==> config.mk <==
export PLATFORM = sky130hd
export DESIGN_NAME = layer_draw_sequencer_flat
export DESIGN_NICKNAME = d
export VERILOG_FILES = /design/src/rtl/zelda_draw_pkg.sv /design/src/rtl/layer_draw_sequencer_if.sv /design/src/rtl/frame_tick_gen.sv /design/src/rtl/layer_draw_sequencer.sv /design/src/flat_wrapper.sv
export SDC_FILE = /design/constraint.sdc
export NUM_CORES = 1
export LEC_CHECK = 0
export CAP_MARGIN = 10
export CELL_PAD_IN_SITES_DETAIL_PLACEMENT = 1
export CELL_PAD_IN_SITES_GLOBAL_PLACEMENT = 1
export CORE_MARGIN = 10
export CORE_UTILIZATION = 35
export DETAILED_ROUTE_END_ITERATION = 7
export GPL_ROUTABILITY_DRIVEN = 0
export HOLD_SLACK_MARGIN = 0.12
export PLACE_DENSITY = 0.91
export SETUP_SLACK_MARGIN = 0.05
export SLEW_MARGIN = 5
export SYNTH_ARGS = -nofsm -noshare
export SYNTH_HDL_FRONTEND = slang
export SYNTH_SLANG_ARGS = --single-unit
==> constraint.sdc <==
create_clock -name clock -period 5 [get_ports clock]
set_input_delay 1.5 -clock clock [delete_from_list [all_inputs] [get_ports clock]]
set_output_delay 1.5 -clock clock [all_outputs]
set_load 0.005 [all_outputs]
==> src/rtl/zelda_draw_pkg.sv <==
// Shared definitions for the Zelda draw pipeline: VGA field widths, the frame
// sequencer state encoding and a helper for index widths.
package zelda_draw_pkg;

  localparam int unsigned X_W = 9;
  localparam int unsigned Y_W = 8;
  localparam int unsigned C_W = 6;

  typedef enum logic [2:0] {
    S_WAIT,
    S_SELECT,
    S_DRAW,
    S_RELEASE,
    S_DONE
  } draw_state_e;

  // A single layer still needs a 1-bit index register.
  function automatic int unsigned idx_width(input int unsigned n);
    return (n > 1) ? $clog2(n) : 1;
  endfunction

endpackage

==> src/rtl/layer_draw_sequencer_if.sv <==
// Per-layer draw channels plus the registered VGA adapter outputs.
// master = sequencer side, slave = draw layers / VGA adapter side.
interface layer_draw_sequencer_if #(
  parameter int unsigned N_LAYERS = 3
);
  import zelda_draw_pkg::*;

  logic [X_W*N_LAYERS-1:0] layer_x;
  logic [Y_W*N_LAYERS-1:0] layer_y;
  logic [C_W*N_LAYERS-1:0] layer_colour;
  logic [N_LAYERS-1:0]     layer_write;
  logic [N_LAYERS-1:0]     layer_done;
  logic [N_LAYERS-1:0]     layer_draw;
  logic [X_W-1:0]          x_position;
  logic [Y_W-1:0]          y_position;
  logic [C_W-1:0]          colour;
  logic                    VGA_enable;

  modport master (
    input  layer_x, layer_y, layer_colour, layer_write, layer_done,
    output layer_draw, x_position, y_position, colour, VGA_enable
  );

  modport slave (
    output layer_x, layer_y, layer_colour, layer_write, layer_done,
    input  layer_draw, x_position, y_position, colour, VGA_enable
  );

endinterface

==> src/rtl/frame_tick_gen.sv <==
// Free-running frame pacer: counts 0..FRAME_COUNT-1 while enabled and flags
// the last count as the frame tick; dropping enable parks the counter at 0.
module frame_tick_gen #(
  parameter int unsigned FRAME_COUNT = 1666666
) (
  input  logic clock,
  input  logic resetn,
  input  logic enable,
  output logic tick
);
  localparam int unsigned     CNT_W = $clog2(FRAME_COUNT);
  localparam logic [CNT_W-1:0] LAST = CNT_W'(FRAME_COUNT - 1);

  logic [CNT_W-1:0] cnt_q, cnt_d;

  always_comb begin
    cnt_d = cnt_q + CNT_W'(1);
    if (!enable || cnt_q == LAST) cnt_d = '0;
  end

  assign tick = enable && (cnt_q == LAST);

  always_ff @(posedge clock or negedge resetn) begin
    if (!resetn) cnt_q <= '0;
    else         cnt_q <= cnt_d;
  end

endmodule

==> src/rtl/layer_draw_sequencer.sv <==
// Frame scheduler: grants enabled draw layers in index order once per frame
// tick, muxes the granted layer onto the VGA outputs and tracks overruns.
module layer_draw_sequencer
  import zelda_draw_pkg::*;
#(
  parameter int unsigned N_LAYERS    = 3,
  parameter int unsigned FRAME_COUNT = 1666666,
  parameter int unsigned SKIP_W      = 8
) (
  input  logic                  clock,
  input  logic                  resetn,
  input  logic                  enable,
  input  logic [N_LAYERS-1:0]   layer_mask,
  layer_draw_sequencer_if.master layers,
  output logic                  busy,
  output logic                  frame_done,
  output logic                  overrun,
  output logic [SKIP_W-1:0]     frame_skips,
  input  logic                  clear_overrun
);
  localparam int unsigned      IDX_W    = idx_width(N_LAYERS);
  localparam logic [IDX_W-1:0] LAST_IDX = IDX_W'(N_LAYERS - 1);

  draw_state_e         state_q, state_d;
  logic [IDX_W-1:0]    idx_q, idx_d;
  logic [N_LAYERS-1:0] mask_q, mask_d;
  logic [N_LAYERS-1:0] draw_q, draw_d;
  logic [X_W-1:0]      x_q, x_d;
  logic [Y_W-1:0]      y_q, y_d;
  logic [C_W-1:0]      col_q, col_d;
  logic                vga_en_q, vga_en_d;
  logic                overrun_q, overrun_d;
  logic [SKIP_W-1:0]   skips_q, skips_d;
  logic                tick;

  frame_tick_gen #(.FRAME_COUNT(FRAME_COUNT)) u_tick (
    .clock  (clock),
    .resetn (resetn),
    .enable (enable),
    .tick   (tick)
  );

  always_comb begin
    state_d  = state_q;
    idx_d    = idx_q;
    mask_d   = mask_q;
    draw_d   = draw_q;
    x_d      = x_q;
    y_d      = y_q;
    col_d    = col_q;
    vga_en_d = 1'b0;
    case (state_q)
      S_WAIT: begin
        if (tick) begin
          mask_d  = layer_mask;
          idx_d   = '0;
          state_d = S_SELECT;
        end
      end
      S_SELECT: begin
        if (mask_q[idx_q]) begin
          draw_d        = '0;
          draw_d[idx_q] = 1'b1;
          state_d       = S_DRAW;
        end else if (idx_q == LAST_IDX) begin
          state_d = S_DONE;
        end else begin
          idx_d = idx_q + IDX_W'(1);
        end
      end
      S_DRAW: begin
        x_d      = layers.layer_x[idx_q*X_W +: X_W];
        y_d      = layers.layer_y[idx_q*Y_W +: Y_W];
        col_d    = layers.layer_colour[idx_q*C_W +: C_W];
        vga_en_d = layers.layer_write[idx_q];
        if (layers.layer_done[idx_q]) begin
          draw_d   = '0;
          vga_en_d = 1'b0;
          state_d  = S_RELEASE;
        end
      end
      S_RELEASE: begin
        if (idx_q == LAST_IDX) begin
          state_d = S_DONE;
        end else begin
          idx_d   = idx_q + IDX_W'(1);
          state_d = S_SELECT;
        end
      end
      S_DONE:  state_d = S_WAIT;
      default: state_d = S_WAIT;
    endcase
  end

  // A tick landing in the same cycle as clear_overrun restarts the count at 1.
  always_comb begin
    overrun_d = overrun_q;
    skips_d   = skips_q;
    if (tick && state_q != S_WAIT) begin
      overrun_d = 1'b1;
      if (clear_overrun)      skips_d = SKIP_W'(1);
      else if (skips_q != '1) skips_d = skips_q + SKIP_W'(1);
    end else if (clear_overrun) begin
      overrun_d = 1'b0;
      skips_d   = '0;
    end
  end

  always_ff @(posedge clock or negedge resetn) begin
    if (!resetn) begin
      state_q   <= S_WAIT;
      idx_q     <= '0;
      mask_q    <= '0;
      draw_q    <= '0;
      x_q       <= '0;
      y_q       <= '0;
      col_q     <= '0;
      vga_en_q  <= 1'b0;
      overrun_q <= 1'b0;
      skips_q   <= '0;
    end else begin
      state_q   <= state_d;
      idx_q     <= idx_d;
      mask_q    <= mask_d;
      draw_q    <= draw_d;
      x_q       <= x_d;
      y_q       <= y_d;
      col_q     <= col_d;
      vga_en_q  <= vga_en_d;
      overrun_q <= overrun_d;
      skips_q   <= skips_d;
    end
  end

  assign layers.layer_draw = draw_q;
  assign layers.x_position = x_q;
  assign layers.y_position = y_q;
  assign layers.colour     = col_q;
  assign layers.VGA_enable = vga_en_q;
  assign busy              = (state_q != S_WAIT);
  assign frame_done        = (state_q == S_DONE);
  assign overrun           = overrun_q;
  assign frame_skips       = skips_q;

endmodule

==> src/flat_wrapper.sv <==
// flat-port wrapper written by rule: the top's interface ports become plain ports
module layer_draw_sequencer_flat import zelda_draw_pkg::*;
#(
  parameter int unsigned N_LAYERS    = 3,
  parameter int unsigned FRAME_COUNT = 1666666,
  parameter int unsigned SKIP_W      = 8
)
  (clock, resetn, enable, layer_mask, busy, frame_done, overrun, frame_skips, clear_overrun, layers_layer_x, layers_layer_y, layers_layer_colour, layers_layer_write, layers_layer_done, layers_layer_draw, layers_x_position, layers_y_position, layers_colour, layers_VGA_enable);
  layer_draw_sequencer_if #(.N_LAYERS(N_LAYERS)) layers_i ();
  input  logic clock;
  input  logic resetn;
  input  logic enable;
  input  logic [N_LAYERS-1:0] layer_mask;
  output logic busy;
  output logic frame_done;
  output logic overrun;
  output logic [SKIP_W-1:0] frame_skips;
  input  logic clear_overrun;
  input wire logic [$bits(layers_i.layer_x)-1:0] layers_layer_x;
  input wire logic [$bits(layers_i.layer_y)-1:0] layers_layer_y;
  input wire logic [$bits(layers_i.layer_colour)-1:0] layers_layer_colour;
  input wire logic [$bits(layers_i.layer_write)-1:0] layers_layer_write;
  input wire logic [$bits(layers_i.layer_done)-1:0] layers_layer_done;
  output wire logic [$bits(layers_i.layer_draw)-1:0] layers_layer_draw;
  output wire logic [$bits(layers_i.x_position)-1:0] layers_x_position;
  output wire logic [$bits(layers_i.y_position)-1:0] layers_y_position;
  output wire logic [$bits(layers_i.colour)-1:0] layers_colour;
  output wire logic [$bits(layers_i.VGA_enable)-1:0] layers_VGA_enable;
  assign layers_i.layer_x = layers_layer_x;
  assign layers_i.layer_y = layers_layer_y;
  assign layers_i.layer_colour = layers_layer_colour;
  assign layers_i.layer_write = layers_layer_write;
  assign layers_i.layer_done = layers_layer_done;
  assign layers_layer_draw = layers_i.layer_draw;
  assign layers_x_position = layers_i.x_position;
  assign layers_y_position = layers_i.y_position;
  assign layers_colour = layers_i.colour;
  assign layers_VGA_enable = layers_i.VGA_enable;
  layer_draw_sequencer #(.N_LAYERS(N_LAYERS), .FRAME_COUNT(FRAME_COUNT), .SKIP_W(SKIP_W)) u_core (.clock(clock), .resetn(resetn), .enable(enable), .layer_mask(layer_mask), .layers(layers_i), .busy(busy), .frame_done(frame_done), .overrun(overrun), .frame_skips(frame_skips), .clear_overrun(clear_overrun));
endmodule
==> results of run 1 <==
==> per-stage QoR <==
step	power [mW]	utilization	hold WS (ns)	setup slack, ns	cells
floorplan	0.563	-	0.479	2.71	379
global placement	0.642	0.493	0.489	1.97	618
detailed placement	0.646	0.493	0.497	1.94	618
CTS	1.14	0.514	0.512	1.55	634
global route	1.17	0.515	0.535	1.43	635
finish	1.13	0.515	0.510	1.59	635
==> area by class of cell <==
class	instances	area, um2
timing repair buffer	125	1230
fill	1144	4710
clock inverter	6	82.6
sequential	65	1630
multi-input combinational	282	1720
tap	133	166
inverter	14	52.6
clock buffer	10	128
==> cells in the final DEF (no fill, tap or decap), types with 2 or more instances in the layout <==
master             n
buf_4              5
nor3b_1            2
o2bb2ai_1          2
mux2_2             3
clkbuf_8           9
xnor2_1            9
nand4b_1           2
ha_1               6
bufinv_16          2
inv_1             14
dfrtp_1           65
o21ai_0            6
or2_2              2
nand3_1           15
nor4_1             4
clkdlybuf4s50_1  118
mux2i_1           29
nor3_1             6
a21oi_1           53
clkinv_2           3
and3_1             5
nand2_1           17
o31ai_1            2
or3_1              3
nor2_1            78
xor2_1            10
nand4_1            6
nor3_2             2
o211ai_1           3
==> logic make-up (layout without fill, tap and decap cells) <==
| family | after synthesis | count (layout) | share of synthesized area |
|---|---|---|---|
| adder cells (fa/ha/maj) | 6 | 6 | 0.0217 |
| buffers and inverters | 32 | 155 | 0.0357 |
| flip-flops | 65 | 65 | 0.469 |
| multiplexers | 32 | 32 | 0.0935 |
| AO/OA/AOI/OAI | 72 | 72 | 0.116 |
| XOR/XNOR | 19 | 19 | 0.0480 |
| AND/OR/NAND/NOR | 153 | 153 | 0.216 |
==> flip-flops by register name, summed over array words and instances (netlist names) <==
| register | count |
|---|---|
| u_core.frame_skips | 8 |
| u_core.u_tick.cnt_q | 21 |
| u_core.layers.y_position | 8 |
| u_core.idx_q | 2 |
| u_core.overrun | 1 |
| u_core.mask_q | 3 |
| u_core.state_q | 3 |
| u_core.layers.x_position | 9 |
| u_core.layers.VGA_enable | 1 |
| u_core.layers.colour | 6 |
| u_core.layers.layer_draw | 3 |
==> report_power, final <==
part,leakage (nW),internal (mW),switching [mW]
clock,0.106,0.278,0.211
sequential,0.765,0.527,0.00286
combinational,1.35,0.0668,0.0386
==> metal layers <==
metal	track usage	routed length, um	vias to the layer above
met3	0.0506	691	15
met1	0.202	5320	1627
li1	-	-	1538
met4	0.0362	143	0
met2	0.302	6170	101
met5	0	0	-
==> cell usage after synthesis, types with 2 or more instances <==
cell / instances
a21oi_1: 53
and3_1: 5
buf_1: 2
clkbuf_1: 15
dfrtp_1: 65
ha_1: 6
inv_1: 14
mux2_2: 3
mux2i_1: 29
nand2_1: 17
nand3_1: 15
nand4_1: 6
nand4b_1: 2
nor2_1: 78
nor2b_1: 2
nor3_1: 7
nor3b_1: 2
nor4_1: 4
o211ai_1: 3
o21ai_0: 6
o2bb2ai_1: 2
o31ai_1: 2
or2_2: 2
or3_1: 3
xnor2_1: 9
xor2_1: 10
==> worst reg2reg max path, delay by kind of cell, from the launching register on <==
family        cells  cell delay, ns
simple gates      5            1.85
flops             1            0.46
==> worst max path at each step <==
| stage | cells past startpoint | slack [ns] | end |
|---|---|---|---|
| floorplan | 2 | 2.71 | busy |
| global placement | 3 | 1.97 | busy |
| detailed placement | 3 | 1.94 | busy |
| CTS | 3 | 1.55 | busy |
| finish | 3 | 1.59 | busy |
| global route | 3 | 1.43 | busy |
==> impl_metrics.py, run 1 <==
metrics = {
    "route": {
        "wl_mm": 12.3,
        "dr.pass1.iters": 4,
        "route.detailed.drc": 0,
        "num_vias": 3281,
        "wl_per_cell_um": 19.4,
        "drtIter0Drc": 102,
        "antenna_left": 0,
        "viasPerCell": 5.17,
    },
    "worst_hold_path": {
        "hp-class": "register to register",
        "min_path_cells": 1,
        "hold_path_end": "u_core.mask_q[1]",
        "hp-start": "u_core.mask_q[1]",
    },
    "synth": {
        "syn_area_per_cell_um2": 9.15,
        "synth_area_um2": 3470,
        "syn_inst": 379,
        "synth_flop_cell": "dfrtp_1",
        "synth_top_cell_area_share": 0.469,
        "syn_nets": 467,
        "post_synth_num_cell_types": 43,
        "synth_edf_count": 0,
        "synth_top_area_cell": "dfrtp_1",
        "yosysWarnings": 0,
        "synth_area_leaders": "dfrtp_1 (47%), nor2_1 (8.4%), mux2i_1 (8.4%), a21oi_1 (7.7%), xor2_1 (2.5%)",
        "synth_seq_cells": 65,
        "synthArstFlopShare": 1.00,
        "ys_seq_area_frac": 0.469,
    },
    "status": {
        "outcome": "complete, no violations",
    },
    "critical_path": {
        "cp_max_fo": 11,
        "critPathLaunch": "u_core.state_q[0]",
        "crit_chain": "nor3_1, inv_1, clkdlybuf4s50_1",
        "critPathArrivalTime_ns": 1.91,
        "cp-end-kind": "output pin",
        "critPathBufInv": 2,
        "crit_type": "register to output pin",
        "rr_startpoint": "u_core.u_tick.cnt_q[2]",
        "slowest_stage": "dfrtp_1",
        "r2r_end": "u_core.u_tick.cnt_q[10]",
        "required_ns": 3.50,
        "rr_worst_depth": 5,
        "crit_path_start_kind": "register",
        "cpLargestDelayFamily": "buffers and inverters",
        "critPathMaxStageDelay_ns": 0.50,
        "rrSetupSlack_ns": 2.55,
    },
    "pwr": {
        "p_per_area_nw_per_um2": 224,
        "p_leak_nw": 2.22,
        "peakVddDrop_mv": 0.132,
    },
    "cells_and_area": {
        "synthToLayoutAreaGrowth_pct": 44.6,
        "nNetsFinal": 585,
        "drive_above_1_share": 0.0717,
        "design_area_um2": 5010,
        "diodes": 0,
    },
    "die": {
        "die_x_um": 120,
        "start_util": 0.356,
        "ios": 120,
        "design.core.area_um2": 9730,
        "rows": 36,
        "die_h_um": 120,
        "die-area_um2": 14300,
    },
    "global_routing": {
        "gr-total-overflow": 0,
        "first_global_vias": 3642,
        "grt_pass1_wl_mm": 19.7,
        "grt_start_max_net_pins": 44,
        "antenna_found_initial": 0,
        "grt.total_usage": 0.172,
    },
    "timing": {
        "slew_headroom": 0.346,
        "fin_skew_ns": 0.00819,
        "tns_ns": 0,
        "fin_crit_ns": 3.41,
        "worst_pin_slew_ns": 0.981,
        "setup_viol": 0,
        "finalMaxSlewViolations": 0,
        "fmax_mhz": 293,
        "finalHoldViolCount": 0,
        "rsz0062_at_grt": "no",
        "fin_crit_sh": 0.683,
    },
    "placement": {
        "placed_area_um2": 4790,
        "io_buffer_count": 119,
        "dp_hpwl_mm": 9.52,
    },
    "clock_network": {
        "clk_pin_slew_ns": 0.07,
        "ctsResizeCount": 0,
        "numCtsBuffers": 9,
        "clk_path_buf_depth": 2,
        "cts_hold_buf": 0,
        "cts_tree": "built",
        "clockRootBuffer": "clkbuf_8",
        "clock_latency_ns": 0.35,
        "post_cts_buffers": 0,
        "clkSinkCount": 65,
        "htree_levels": 3,
    },
    "run": {
        "max_cap_violations": 0,
    },
}
Power figures use the tool's default switching activity.
==> run 2, diff against run 1 <==
Settings changed: CORE_UTILIZATION 35 to 33, PLACE_DENSITY 0.91 to 0.86.
Clock period 5 ns to 3.5 ns, I/O delays scaled along.
==> run 2 against run 1 <==
Wire length down 6.0%. Die area up 5.0%. Sequential share of layout area up 0.14 points. Power up 37%. Largest cell class unchanged. Highest routed layer unchanged.
==> impl_metrics.py, run 2 (synthesized netlist as in run 1, its figures left out) <==
metrics = {
    "status": {
        "outcome": "complete, no violations",
    },
    "die": {
        "design.core.area_um2": 10300,
        "start_util": 0.337,
        "ios": 120,
        "rows": 37,
        "die_h_um": 123,
        "die-area_um2": 15000,
        "die_x_um": 123,
    },
    "global_routing": {
        "grt.total_usage": 0.152,
        "grt_start_max_net_pins": 66,
        "first_global_vias": 3462,
        "gr-total-overflow": 0,
        "grt_pass1_wl_mm": 18.3,
        "antenna_found_initial": 0,
    },
    "timing": {
        "fin_crit_ns": 3.00,
        "holdWs_ns": 0.521,
        "worst_pin_slew_ns": 0.903,
        "setup_viol": 0,
        "finalMaxSlewViolations": 0,
        "fin_crit_sh": 0.856,
        "fin_skew_ns": 0.00682,
        "slew_headroom": 0.394,
        "rsz0062_at_grt": "no",
        "fmax_mhz": 334,
        "finalHoldViolCount": 0,
        "tns_ns": 0,
    },
    "pwr": {
        "totalPowerFinal_mw": 1.54,
        "peakVddDrop_mv": 0.192,
        "p_per_area_nw_per_um2": 309,
        "p_leak_nw": 2.21,
    },
    "placement": {
        "io_buffer_count": 119,
        "dp_hpwl_mm": 8.98,
    },
    "route": {
        "wl_per_cell_um": 18.2,
        "drtIter0Drc": 137,
        "dr.pass1.iters": 4,
        "route.detailed.drc": 0,
        "num_vias": 3232,
        "viasPerCell": 5.07,
        "antenna_left": 0,
        "wl_mm": 11.6,
    },
    "critical_path": {
        "required_ns": 2.45,
        "cp-end-kind": "output pin",
        "rr_startpoint": "u_core.u_tick.cnt_q[2]",
        "crit_type": "register to output pin",
        "critPathArrivalTime_ns": 1.95,
        "crit_path_start_kind": "register",
        "critPathMaxStageDelay_ns": 0.52,
        "slowest_stage": "nor3_1",
        "cpLargestDelayFamily": "buffers and inverters",
        "crit_chain": "nor3_1, inv_1, clkdlybuf4s50_1",
        "critPathBufInv": 2,
        "cp_max_fo": 11,
        "critPathLaunch": "u_core.state_q[0]",
    },
    "run": {
        "max_cap_violations": 0,
    },
    "clock_network": {
        "clk_pin_slew_ns": 0.07,
        "ctsResizeCount": 0,
        "clockRootBuffer": "clkbuf_8",
        "post_cts_buffers": 0,
        "numCtsBuffers": 9,
        "clk_path_buf_depth": 2,
        "clkSinkCount": 65,
        "clock_latency_ns": 0.34,
        "cts_hold_buf": 0,
        "cts_tree": "built",
        "htree_levels": 3,
    },
    "cells_and_area": {
        "diodes": 0,
        "utilization": 0.486,
        "synthToLayoutAreaGrowth_pct": 44.0,
        "n_fill_cell": 1201,
        "largest_reg_flops": 21,
        "top_register": "u_core.u_tick.cnt_q",
        "nNetsFinal": 584,
        "mostFrequentLayoutCells": "clkdlybuf4s50_1 (118), nor2_1 (78), dfrtp_1 (65)",
        "drive_above_1_share": 0.0699,
        "layout_commonest_cell": "clkdlybuf4s50_1",
    },
    "worst_hold_path": {
        "hp-start": "u_core.mask_q[0]",
        "hp-class": "register to register",
    },
}
-- run 2: worst paths after layout --
check | end | slack (ns) | depth (start not counted)
hold / removal | u_core.mask_q[0] | 0.52 | 1
min in group asynchronous | u_core.layers.colour[1] | 0.90 | 2
max in group asynchronous | u_core.u_tick.cnt_q[12] | 2.04 | 2
setup reg to reg | u_core.u_tick.cnt_q[6] | 1.13 | 5
hold reg to reg | u_core.mask_q[0] | 0.52 | 1
setup / recovery | busy | 0.50 | 3
-- run 2: metrics by stage --
stage / cell area [um2] / worst slack [ns] / std cells
floorplan: 3470 / 1.32 / 379
global placement: 4800 / 0.912 / 621
detailed placement: 4800 / 0.887 / 621
CTS: 4990 / 0.501 / 637
global route: 4990 / 0.430 / 637
finish: 4990 / 0.504 / 637
-- run 2: worst register-to-register path, cell delays in order (launching register included) --
cell and delay [ns]:
dfrtp_1 0.45, or4_4 0.57, nor4_4 0.47, nand2_1 0.10
nand2_1 0.50, nor2_1 0.13
-- run 2: final cells by class --
cell class                      instances  area (um2)  share of cell area
Clock buffer                           11         141              0.0283
Clock inverter                          5        55.1              0.0110
Inverter                               14        52.6              0.0105
Multi-Input combinational cell        282        1720               0.345
Sequential cell                        65        1630               0.326
Tap cell                              136         170              0.0341
Timing Repair Buffer                  124        1220               0.245
-- run 2: power by group --
group          internal (mW)  switching [mW]  total (mW)
Clock                  0.346           0.292       0.638
Combinational         0.0953          0.0531       0.148
Sequential             0.753         0.00424       0.758
-- run 2: metal layers --
layer | vias up | routed length [um] | track usage
met5 | - | 0 | 0
met4 | 0 | 177 | 0.0530
met3 | 14 | 855 | 0.0464
met2 | 105 | 5640 | 0.258
met1 | 1567 | 4920 | 0.179
li1 | 1546 | - | -
==> run 3, diff against run 2 <==
Settings changed: CAP_MARGIN 10 to unset, CTS_CLUSTER_SIZE set to 28, SETUP_SLACK_MARGIN 0.05 to unset.
==> results of run 3 <==
Final layout, timing and power as in run 2 (identical DEF).
